File: src/rtl/tag_lookup_ctrl.sv
// tag_lookup_ctrl: direct-mapped cache tag controller.
// Looks up request tags in an asynchronous-read tag RAM. On a miss it requests a
// line fill from backing memory and then writes the new tag. After reset, and on
// a flush, it sweeps the whole tag RAM to invalidate every line.
//
// Ports:
//   clk, rst_n                 clock, asynchronous active-low reset
//   req_valid/req_ready        lookup request handshake, req_address = {tag, index, offset}
//   flush                      invalidate all lines (sampled in IDLE only)
//   resp_valid, resp_hit       one-cycle response pulse; hit=0 means the line was filled
//   fill_req, fill_address     line-fill request (line aligned), fill_done completes it
//   tagmem_*                   tag RAM port, entry = {valid, tag}; read data is combinational
module tag_lookup_ctrl #(
    parameter int unsigned ADDRESS_BITWIDTH = 32,
    parameter int unsigned INDEX_BITWIDTH   = 8,
    parameter int unsigned OFFSET_BITWIDTH  = 5,
    localparam int unsigned TAG_BITWIDTH    = ADDRESS_BITWIDTH - INDEX_BITWIDTH - OFFSET_BITWIDTH
) (
    input  logic                        clk,
    input  logic                        rst_n,
    input  logic                        req_valid,
    output logic                        req_ready,
    input  logic [ADDRESS_BITWIDTH-1:0] req_address,
    input  logic                        flush,
    output logic                        resp_valid,
    output logic                        resp_hit,
    output logic                        fill_req,
    output logic [ADDRESS_BITWIDTH-1:0] fill_address,
    input  logic                        fill_done,
    output logic                        tagmem_write_enable,
    output logic [INDEX_BITWIDTH-1:0]   tagmem_address,
    output logic [TAG_BITWIDTH:0]       tagmem_data_in,
    input  logic [TAG_BITWIDTH:0]       tagmem_data_out
);

    localparam logic [ADDRESS_BITWIDTH-1:0] OFFSET_MASK =
        ADDRESS_BITWIDTH'((64'd1 << OFFSET_BITWIDTH) - 64'd1);

    typedef enum logic [2:0] {
        SWEEP,
        IDLE,
        COMPARE,
        FILL,
        WRITE
    } state_t;

    state_t                      state;
    state_t                      state_next;
    logic [INDEX_BITWIDTH-1:0]   sweep_cnt;
    logic [INDEX_BITWIDTH-1:0]   sweep_cnt_next;
    logic [ADDRESS_BITWIDTH-1:0] req_r;
    logic [ADDRESS_BITWIDTH-1:0] req_next;
    logic                        req_ready_next;
    logic                        resp_valid_next;
    logic                        resp_hit_next;
    logic                        fill_req_next;
    logic [ADDRESS_BITWIDTH-1:0] fill_address_next;

    logic [TAG_BITWIDTH-1:0]     req_tag;
    logic [INDEX_BITWIDTH-1:0]   req_index;
    logic                        tag_hit;

    // Field split of the captured request address.
    assign req_tag   = req_r[ADDRESS_BITWIDTH-1 -: TAG_BITWIDTH];
    assign req_index = req_r[OFFSET_BITWIDTH +: INDEX_BITWIDTH];
    assign tag_hit   = tagmem_data_out[TAG_BITWIDTH] &&
                       (tagmem_data_out[TAG_BITWIDTH-1:0] == req_tag);

    // State and registered outputs.
    always_ff @(posedge clk or negedge rst_n) begin
        if (!rst_n) begin
            state        <= SWEEP;
            sweep_cnt    <= '0;
            req_r        <= '0;
            req_ready    <= 1'b0;
            resp_valid   <= 1'b0;
            resp_hit     <= 1'b0;
            fill_req     <= 1'b0;
            fill_address <= '0;
        end else begin
            state        <= state_next;
            sweep_cnt    <= sweep_cnt_next;
            req_r        <= req_next;
            req_ready    <= req_ready_next;
            resp_valid   <= resp_valid_next;
            resp_hit     <= resp_hit_next;
            fill_req     <= fill_req_next;
            fill_address <= fill_address_next;
        end
    end

    // Next-state logic, next values of registered outputs, and the tag RAM port.
    always_comb begin
        state_next          = state;
        sweep_cnt_next      = sweep_cnt;
        req_next            = req_r;
        resp_valid_next     = 1'b0;
        resp_hit_next       = 1'b0;
        fill_req_next       = 1'b0;
        fill_address_next   = fill_address;
        tagmem_write_enable = 1'b0;
        tagmem_address      = req_index;
        tagmem_data_in      = '0;

        case (state)
            SWEEP: begin
                tagmem_write_enable = 1'b1;
                tagmem_address      = sweep_cnt;
                // Counter wraps to zero on the last entry, ready for the next sweep.
                sweep_cnt_next      = sweep_cnt + INDEX_BITWIDTH'(1);
                if (&sweep_cnt) begin
                    state_next = IDLE;
                end
            end
            IDLE: begin
                // Flush wins over a simultaneous request, which is left unaccepted.
                if (flush) begin
                    state_next     = SWEEP;
                    sweep_cnt_next = '0;
                end else if (req_valid) begin
                    req_next   = req_address;
                    state_next = COMPARE;
                end
            end
            COMPARE: begin
                if (tag_hit) begin
                    resp_valid_next = 1'b1;
                    resp_hit_next   = 1'b1;
                    state_next      = IDLE;
                end else begin
                    fill_req_next     = 1'b1;
                    fill_address_next = req_r & ~OFFSET_MASK;
                    state_next        = FILL;
                end
            end
            FILL: begin
                if (fill_done) begin
                    state_next = WRITE;
                end else begin
                    fill_req_next = 1'b1;
                end
            end
            WRITE: begin
                tagmem_write_enable = 1'b1;
                tagmem_data_in      = {1'b1, req_tag};
                resp_valid_next     = 1'b1;
                state_next          = IDLE;
            end
            default: begin
                state_next     = SWEEP;
                sweep_cnt_next = '0;
            end
        endcase

        req_ready_next = (state_next == IDLE);
    end

endmodule

File: config.mk
export PLATFORM = sky130hd
export DESIGN_NAME = tag_lookup_ctrl
export DESIGN_NICKNAME = d
export VERILOG_FILES = /design/src/rtl/tag_lookup_ctrl.sv
export SDC_FILE = /design/constraint.sdc
export NUM_CORES = 1
export LEC_CHECK = 0
export CAP_MARGIN = 20
export CORE_ASPECT_RATIO = 1.25
export CORE_MARGIN = 1.5
export CORE_UTILIZATION = 45
export DETAILED_ROUTE_END_ITERATION = 16
export MAX_ROUTING_LAYER = met4
export PLACE_DENSITY = 0.82
export SLEW_MARGIN = 20
export SYNTH_ARGS = -nofsm -noshare
export SYNTH_HDL_FRONTEND = slang
export SYNTH_SLANG_ARGS = --single-unit
File: constraint.sdc
create_clock -name clk -period 2.3 [get_ports clk]
set_input_delay 0.46 -clock clk [delete_from_list [all_inputs] [get_ports clk]]
set_output_delay 0.46 -clock clk [all_outputs]
set_load 0.1 [all_outputs]
Yosys cells after proc, flatten, opt, wreduce, memory -nomap -nowiden

Index checks and enable logic that the tools add are counted.

Register bits after elaboration: 74
Bits in latches: 0
Memory bits (writable): 0
Bits in read-only memories: 0
Bits of input ports: 57
Output and inout port bits: 65
Word-level logic and storage cells: 44
Memories kept: 0

Add/subtract/negate cells: 1
$mul: 0
Div/mod/pow operators: 0
Order comparisons: 0
Eq/ne operators: 7
Shift-type cells: 0
Mux-type cells: 17
Bitwise operators: 3
Reduce and logical (&&, ||, !) cells: 8

Operators by type and width:

| kind                                                | number |
|---|---|
| one-hot mux 8 bit (3 select lines)                  | 1 |
| 2-to-1 mux 20 bit                                   | 1 |
| equality test 19 bit                                | 1 |
| 2-to-1 mux 8 bit                                    | 2 |
| one-hot mux 3 bit (5 select lines)                  | 1 |
| 2-to-1 mux 3 bit                                    | 4 |
| adder 8 x 1 -> 8 bit, second input constant         | 1 |
| AND reduction 8 bit                                 | 1 |
| equality test 3 x 1 -> 1 bit, second input constant | 2 |
| equality test 3 x 2 -> 1 bit, second input constant | 2 |
| 2-to-1 mux 1 bit                                    | 5 |
| one-hot mux 1 bit (2 select lines)                  | 2 |
| AND reduction 2 bit                                 | 2 |
| equality test 3 bit, second input constant          | 1 |
| logical NOT 3 bit                                   | 1 |
| inverter 1 bit                                      | 3 |
| AND reduction 3 bit                                 | 1 |
| OR reduction 3 bit                                  | 1 |
| 2-to-1 mux 2 bit                                    | 1 |
| != test 2 bit, second input constant                | 1 |
| OR reduction 2 bit                                  | 1 |
| logical AND 1 bit                                   | 1 |

Depth between registers and ports, before layout

Gate-level depths: netlist (run 1).

Depth after elaboration: 5
Depth in mapped cells: 7
Mapped depth without buffers: 6

Worst setup path before layout (run 1)

Ideal clock, no wire load.

Kind: register to output
Start: register state[1]
End: output port tagmem_data_in[10]
Arrival: 2526 ps
Path slack: -686 ps
Cell stages (with the launch flop): 5
Buffers on the path: 2
Cells stage by stage: dfrtp_1 -> buf_6 -> nor2_1 -> clkbuf_1 -> and3_1

Cells in the longest elaborated chain, start to end: 2

RTL lines:

| item                     | RTL line | source |
|---|---|---|
| start: declaration       | 47       | `state_t state;` |
| start signal: assignment | 81       | `state <= state_next;` |
| equality test 3 bit      | 105      | `case (state)` |
| 2-to-1 mux 20 bit        | 105      |  |
| end: declaration         | 32       | `output logic [TAG_BITWIDTH:0] tagmem_data_in,` |

No other way between the ends.

Final worst setup path (run 1)

Start: register state[2]
End: output port tagmem_address[4]

Cells in the longest elaborated chain, start to end: 2

RTL lines:

| item              | RTL line | source |
|---|---|---|
| logical NOT 3 bit | 105      |  |
| 2-to-1 mux 8 bit  | 105      |  |
| end: declaration  | 31       | `output logic [INDEX_BITWIDTH-1:0] tagmem_address,` |

No other way between the ends.

==> results.py, run 1 <==
metrics = {
    "cells_and_area": {
        "fin_area_mm2": 0.004969,
        "synthToLayoutAreaGrowth_pct": 49.79,
        "layout.nets": 449,
        "drive_gt1_share_pct": 42.93,
        "diodes": 0,
    },
    "clocking": {
        "numCtsBuffers": 9,
        "root_buffer": "clkbuf_8",
        "clk_latency_ps": 340,
        "tritoncts": "done",
        "h-tree-depth": 3,
        "cts.sinks": 69,
        "cts_buffer_depth": 2,
        "clk_pin_slew_ps": 80,
    },
    "sta": {
        "fin_ws_ps": 105.3,
        "hold_viol_final": 0,
        "slew-limit-headroom_pct": 46.78,
        "tns_ps": 0,
        "drv_slew": 0,
        "skew_ps": 10.27,
        "finalCritPeriodShare_pct": 95.42,
        "setup_viol": 0,
        "period_minus_slack_ps": 2195,
        "worstMarginPinSlew_ps": 798.3,
        "hold_ws_ps": 189.4,
        "fmax_ghz": 0.4556,
    },
    "global_route": {
        "grt_max_degree": 36,
        "overflow": 0,
        "grt_pass1_vias": 2655,
        "grt_pass1_wl_mm": 13.92,
        "grt_antenna_before_repair": 0,
        "grt_usage_pct": 24.12,
    },
    "place": {
        "place_area_mm2": 0.004763,
        "place.gp.congestion": 0.8153,
        "port_buffers": 111,
        "post-dp-hpwl_mm": 6.387,
        "pre_cts_slack_ps": 5.574,
    },
    "floorplanning": {
        "die_h_um": 98.99,
        "dieArea_mm2": 0.007898,
        "ios": 122,
        "core_mm2": 0.007062,
        "rows": 34,
        "initial_core_util_pct": 46.97,
        "chipWidth_um": 79.79,
    },
    "worst_setup_path": {
        "worstPathCellList": "buf_4 -> nor3_2 -> buf_4 -> nand2_1 -> nand2_2 -> buf_12",
        "cp-end-kind": "output pin",
        "max_stage_delay_ps": 380,
        "cpMostUsedCell": "buf_4",
        "critPathLaunchType": "flop",
        "slowest_stage": "dfrtp_1",
        "crit_type": "reg2out",
        "arrival_ps": 1730,
        "critPathRequiredTime_ps": 1840,
        "crit_fanout": 28,
    },
    "route": {
        "finalWirelength_mm": 8.530,
        "drc": 0,
        "drt_iter0_drc": 156,
        "routedWlPerCell_um": 17.55,
        "drt_pass1_iterations": 4,
        "vias": 2513,
        "ant_nets": 0,
        "vias_per_cell": 5.171,
    },
    "yosys": {
        "syn_area_per_cell_um2": 12.24,
        "async_reset_ff_share_pct": 100.0,
        "yosys_warnings": 0,
        "yosys.area.top_type": "dfrtp_1",
        "synth_cells": 271,
        "netlist_top_cells_count": "dfrtp_1 (69), mux2_2 (34), nand2_1 (34), and3_1 (22), mux2_4 (20)",
        "synth-seq-cells": 69,
        "ys_types": 36,
        "ys_top_cells_by_area": "dfrtp_1 (52%), mux2_2 (12%), mux2_4 (9.1%), xnor2_1 (5.0%), and3_1 (4.1%)",
        "synth_edf_count": 0,
        "synth-seq-area-share_pct": 52.06,
        "synth_area_mm2": 0.003317,
        "synth.top_cell.area_share_pct": 52.06,
        "synth_ff_type": "dfrtp_1",
        "yosysMostFrequentCell": "dfrtp_1",
    },
    "outcome": {
        "status": "completed",
    },
    "job": {
        "drv_cap": 0,
    },
    "hold_path": {
        "worstHoldPathType": "in2async",
    },
}
worst paths after layout:
kind	start	endpoint	slack [ps]	cells after the start
min in group clk	fill_address[31]	fill_address[31]	510	1
hold / removal	rst_n	fill_address[6]	190	1
setup / recovery	state[2]	tagmem_address[4]	110	6
max in group asynchronous	rst_n	sweep_cnt[3]	1440	2
hold reg to reg	fill_address[31]	fill_address[31]	510	1
setup reg to reg	sweep_cnt[0]	req_ready	380	6
kinds of logic after synthesis:
kind of cell             Yosys count  synth area share (%)
multiplexers                      54                 20.60
adder cells (fa/ha/maj)            1                0.3772
AND/OR/NAND/NOR                   84                 13.43
flip-flops                        69                 52.06
buffers and inverters             21                 4.300
other                              1                0.1131
XOR/XNOR                          19                 5.017
AO/OA/AOI/OAI                     22                 4.112
layout make-up:
cell class,instances,area (um^2)
repair buffers,123,1438
inverters,3,11.26
clock buffers,9,123.9
well taps,90,112.6
clock inverters,7,52.55
fillers,496,2093
flip-flops and latches,69,1727
multi-input cells,185,1504
worst max-delay path: cells and delay by family, from the launching register on:
kind	cells	cell delay (ps)
buffers and inverters	3	580
AND/OR/NAND/NOR	3	420
flip-flops	1	380
through the flow:
step	instances	util (%)
final	486	70.36
after global routing	486	70.36
after CTS	484	70.02
after detailed placement	468	67.45
after global placement	468	67.45
after floorplan	275	-
layer usage:
layer  global-route usage (%)  vias to the layer above  wire length (um)
met5                        -                        -                 0
li1                         -                     1164                 -
met1                    29.41                     1234              3420
met2                    37.48                       86              4355
met4                    13.93                        0               393
met3                    4.074                       29               361
sequential cells by signal, indices dropped and copies added, names as in the netlist:
name / cells
fill_address: 27
fill_req: 1
req_r: 27
req_ready: 1
resp_hit: 1
resp_valid: 1
state: 3
sweep_cnt: 8
placed cells by master (no fill, tap or decap), types with 2 or more instances in the layout:
master and n:
o21ai_1 2, nor2b_1 2, nand4_1 5, and3_1 13, dfrtp_1 69, nand2_2 8
o21ai_0 14, nand2_1 26, buf_4 40, xnor2_1 19, a31oi_1 2, clkinv_4 4
mux2_4 20, inv_1 2, mux2_2 34, buf_12 31, clkdlybuf4s50_1 50, clkinv_2 2
conb_1 5, or3_4 2, clkbuf_8 9, nor2_1 9, and3_2 10
what timing repair did:
action / 4_1_cts / 5_1_grt
endpoints found under the setup margin: 2 / 6
hold buffers: 0 / 0
hold endpoints to repair: 0 / 0
gates resized for setup: 1 / 1
gates cloned: 0 / 1
setup buffers: 0 / 1
Power of run 1 is left out: the tool's default activity adds up to more than one toggle a clock period on the data nets, which glitch-free logic cannot reach.
==> inputs of run 2 (changes only) <==
==> constraint.sdc (replaced) <==
create_clock -name clk -period 2.3 [get_ports clk]
set_input_delay 0.575 -clock clk [delete_from_list [all_inputs] [get_ports clk]]
set_output_delay 0.575 -clock clk [all_outputs]
set_load 0.1 [all_outputs]
==> results.py, run 2 (synthesized netlist as in run 1, its figures left out) <==
metrics = {
    "sta": {
        "hold_ws_ps": 233.3,
        "rsz0062_at_grt": "false",
        "hold_viol_final": 0,
        "setup_viol": 0,
        "period_minus_slack_ps": 2219,
        "drv_slew": 0,
        "skew_ps": 7.699,
        "fmax_ghz": 0.4506,
        "finalCritPeriodShare_pct": 96.50,
    },
    "clocking": {
        "h-tree-depth": 3,
        "tritoncts": "done",
        "root_buffer": "clkbuf_8",
        "numCtsBuffers": 9,
        "cts_buffer_depth": 2,
        "cts.sinks": 69,
        "cts_hold_buf": 0,
        "clk_latency_ps": 340,
        "clk_pin_slew_ps": 80,
    },
    "global_route": {
        "grt_max_degree": 70,
        "grt_usage_pct": 22.93,
        "grt_antenna_before_repair": 0,
        "grt_pass1_vias": 2603,
        "overflow": 0,
        "grt_pass1_wl_mm": 13.17,
    },
    "route": {
        "vias": 2543,
        "drt_iter0_drc": 114,
        "drt_pass1_iterations": 4,
        "finalWirelength_mm": 8.433,
        "vias_per_cell": 5.200,
        "routedWlPerCell_um": 17.25,
        "drc": 0,
        "ant_nets": 0,
    },
    "worst_setup_path": {
        "crit_start": "state[0]",
        "critPathLaunchType": "flop",
        "arrival_ps": 1640,
        "crit_type": "reg2out",
        "crit_end": "tagmem_address[3]",
        "crit_fanout": 9,
        "critPathRequiredTime_ps": 1730,
        "rrSetupSlack_ps": 380,
        "reg2reg_depth": 6,
        "reg2reg_to": "req_ready",
        "cp-end-kind": "output pin",
        "r2r-start": "sweep_cnt[0]",
    },
    "outcome": {
        "status": "completed",
    },
    "place": {
        "dp_cells": 469,
        "place_area_mm2": 0.004797,
        "post-dp-hpwl_mm": 5.977,
        "place.gp.congestion": 0.7892,
        "port_buffers": 111,
    },
    "floorplanning": {
        "ios": 122,
        "dieArea_mm2": 0.007898,
        "die_h_um": 98.99,
        "core_mm2": 0.007062,
        "initial_core_util_pct": 46.97,
        "chipWidth_um": 79.79,
        "rows": 34,
    },
    "cells_and_area": {
        "synthToLayoutAreaGrowth_pct": 52.81,
        "most-common-layout-cells": "dfrtp_1 (67), clkdlybuf4s50_1 (50), buf_4 (39)",
        "drive_gt1_share_pct": 43.86,
        "stdcell_count": 489,
        "diodes": 0,
        "top_regs": "fill_address x27, req_r x27, sweep_cnt x8",
        "layout_commonest_cell": "dfrtp_1",
        "final_util_pct": 71.78,
        "fin_area_mm2": 0.005069,
        "layout.nets": 452,
    },
    "hold_path": {
        "worstHoldPathType": "in2async",
    },
    "job": {
        "drv_cap": 0,
    },
}
==> run 2: changes by cell type in the layout (fill, tap and decap cells not counted), moves of 2 or more <==
cell      before  now
and3_4         0    7
and3_2        10    3
buf_6          0    2
dfrtp_2        0    2
dfrtp_1       69   67
clkinv_4       4    2
==> run 2: critical path, cell delays in order, from the launching register on <==
cell and delay (ps):
dfrtp_2 480, or3_4 470, nand2_1 110, nand2_2 70
buf_12 160
==> run 2: layer usage <==
layer  GRT usage [%]  wire (um)  up-vias
li1                -          -     1187
met1           28.36       3494     1250
met2           37.03       4213       96
met3           5.370        584       10
met4           7.560        140        0
met5               -          0        -
==> run 2: stage by stage <==
stage / TNS, ps / worst slack (ps)
final: 0 / 80.55
after global routing: 0 / 1.870
after CTS: 0 / 22.32
after detailed placement: -2451 / -111.6
after global placement: -2256 / -104.8
after floorplan: 0 / 59.12
==> run 2: worst min path at each step <==
stage / from / endpoint / slack (ps) / cells after the start
floorplan: rst_n / fill_address[10] / 280 / 0
global placement: fill_address[31] / fill_address[31] / 490 / 1
detailed placement: fill_address[29] / fill_address[29] / 500 / 1
CTS: rst_n / fill_address[25] / 260 / 2
global route: rst_n / fill_address[24] / 260 / 2
finish: rst_n / fill_address[24] / 230 / 2
==> run 2: layout make-up <==
cell class	instances	area (um^2)
sequential	69	1729
clock inverter	5	60.06
inverter	3	11.26
timing repair buffer	125	1468
tap	90	112.6
fill	495	1993
multi-input combinational	186	1546
clock buffer	11	141.4
==> run 2: timing repair <==
item                                    CTS  global route
pin swaps                                 0             2
gates cloned                              1             1
resized for setup                         3             7
setup buffers                             2             0
endpoints found under the setup margin    8            27
hold endpoints to repair                  0             0
Power of run 2 is left out for the same reason.
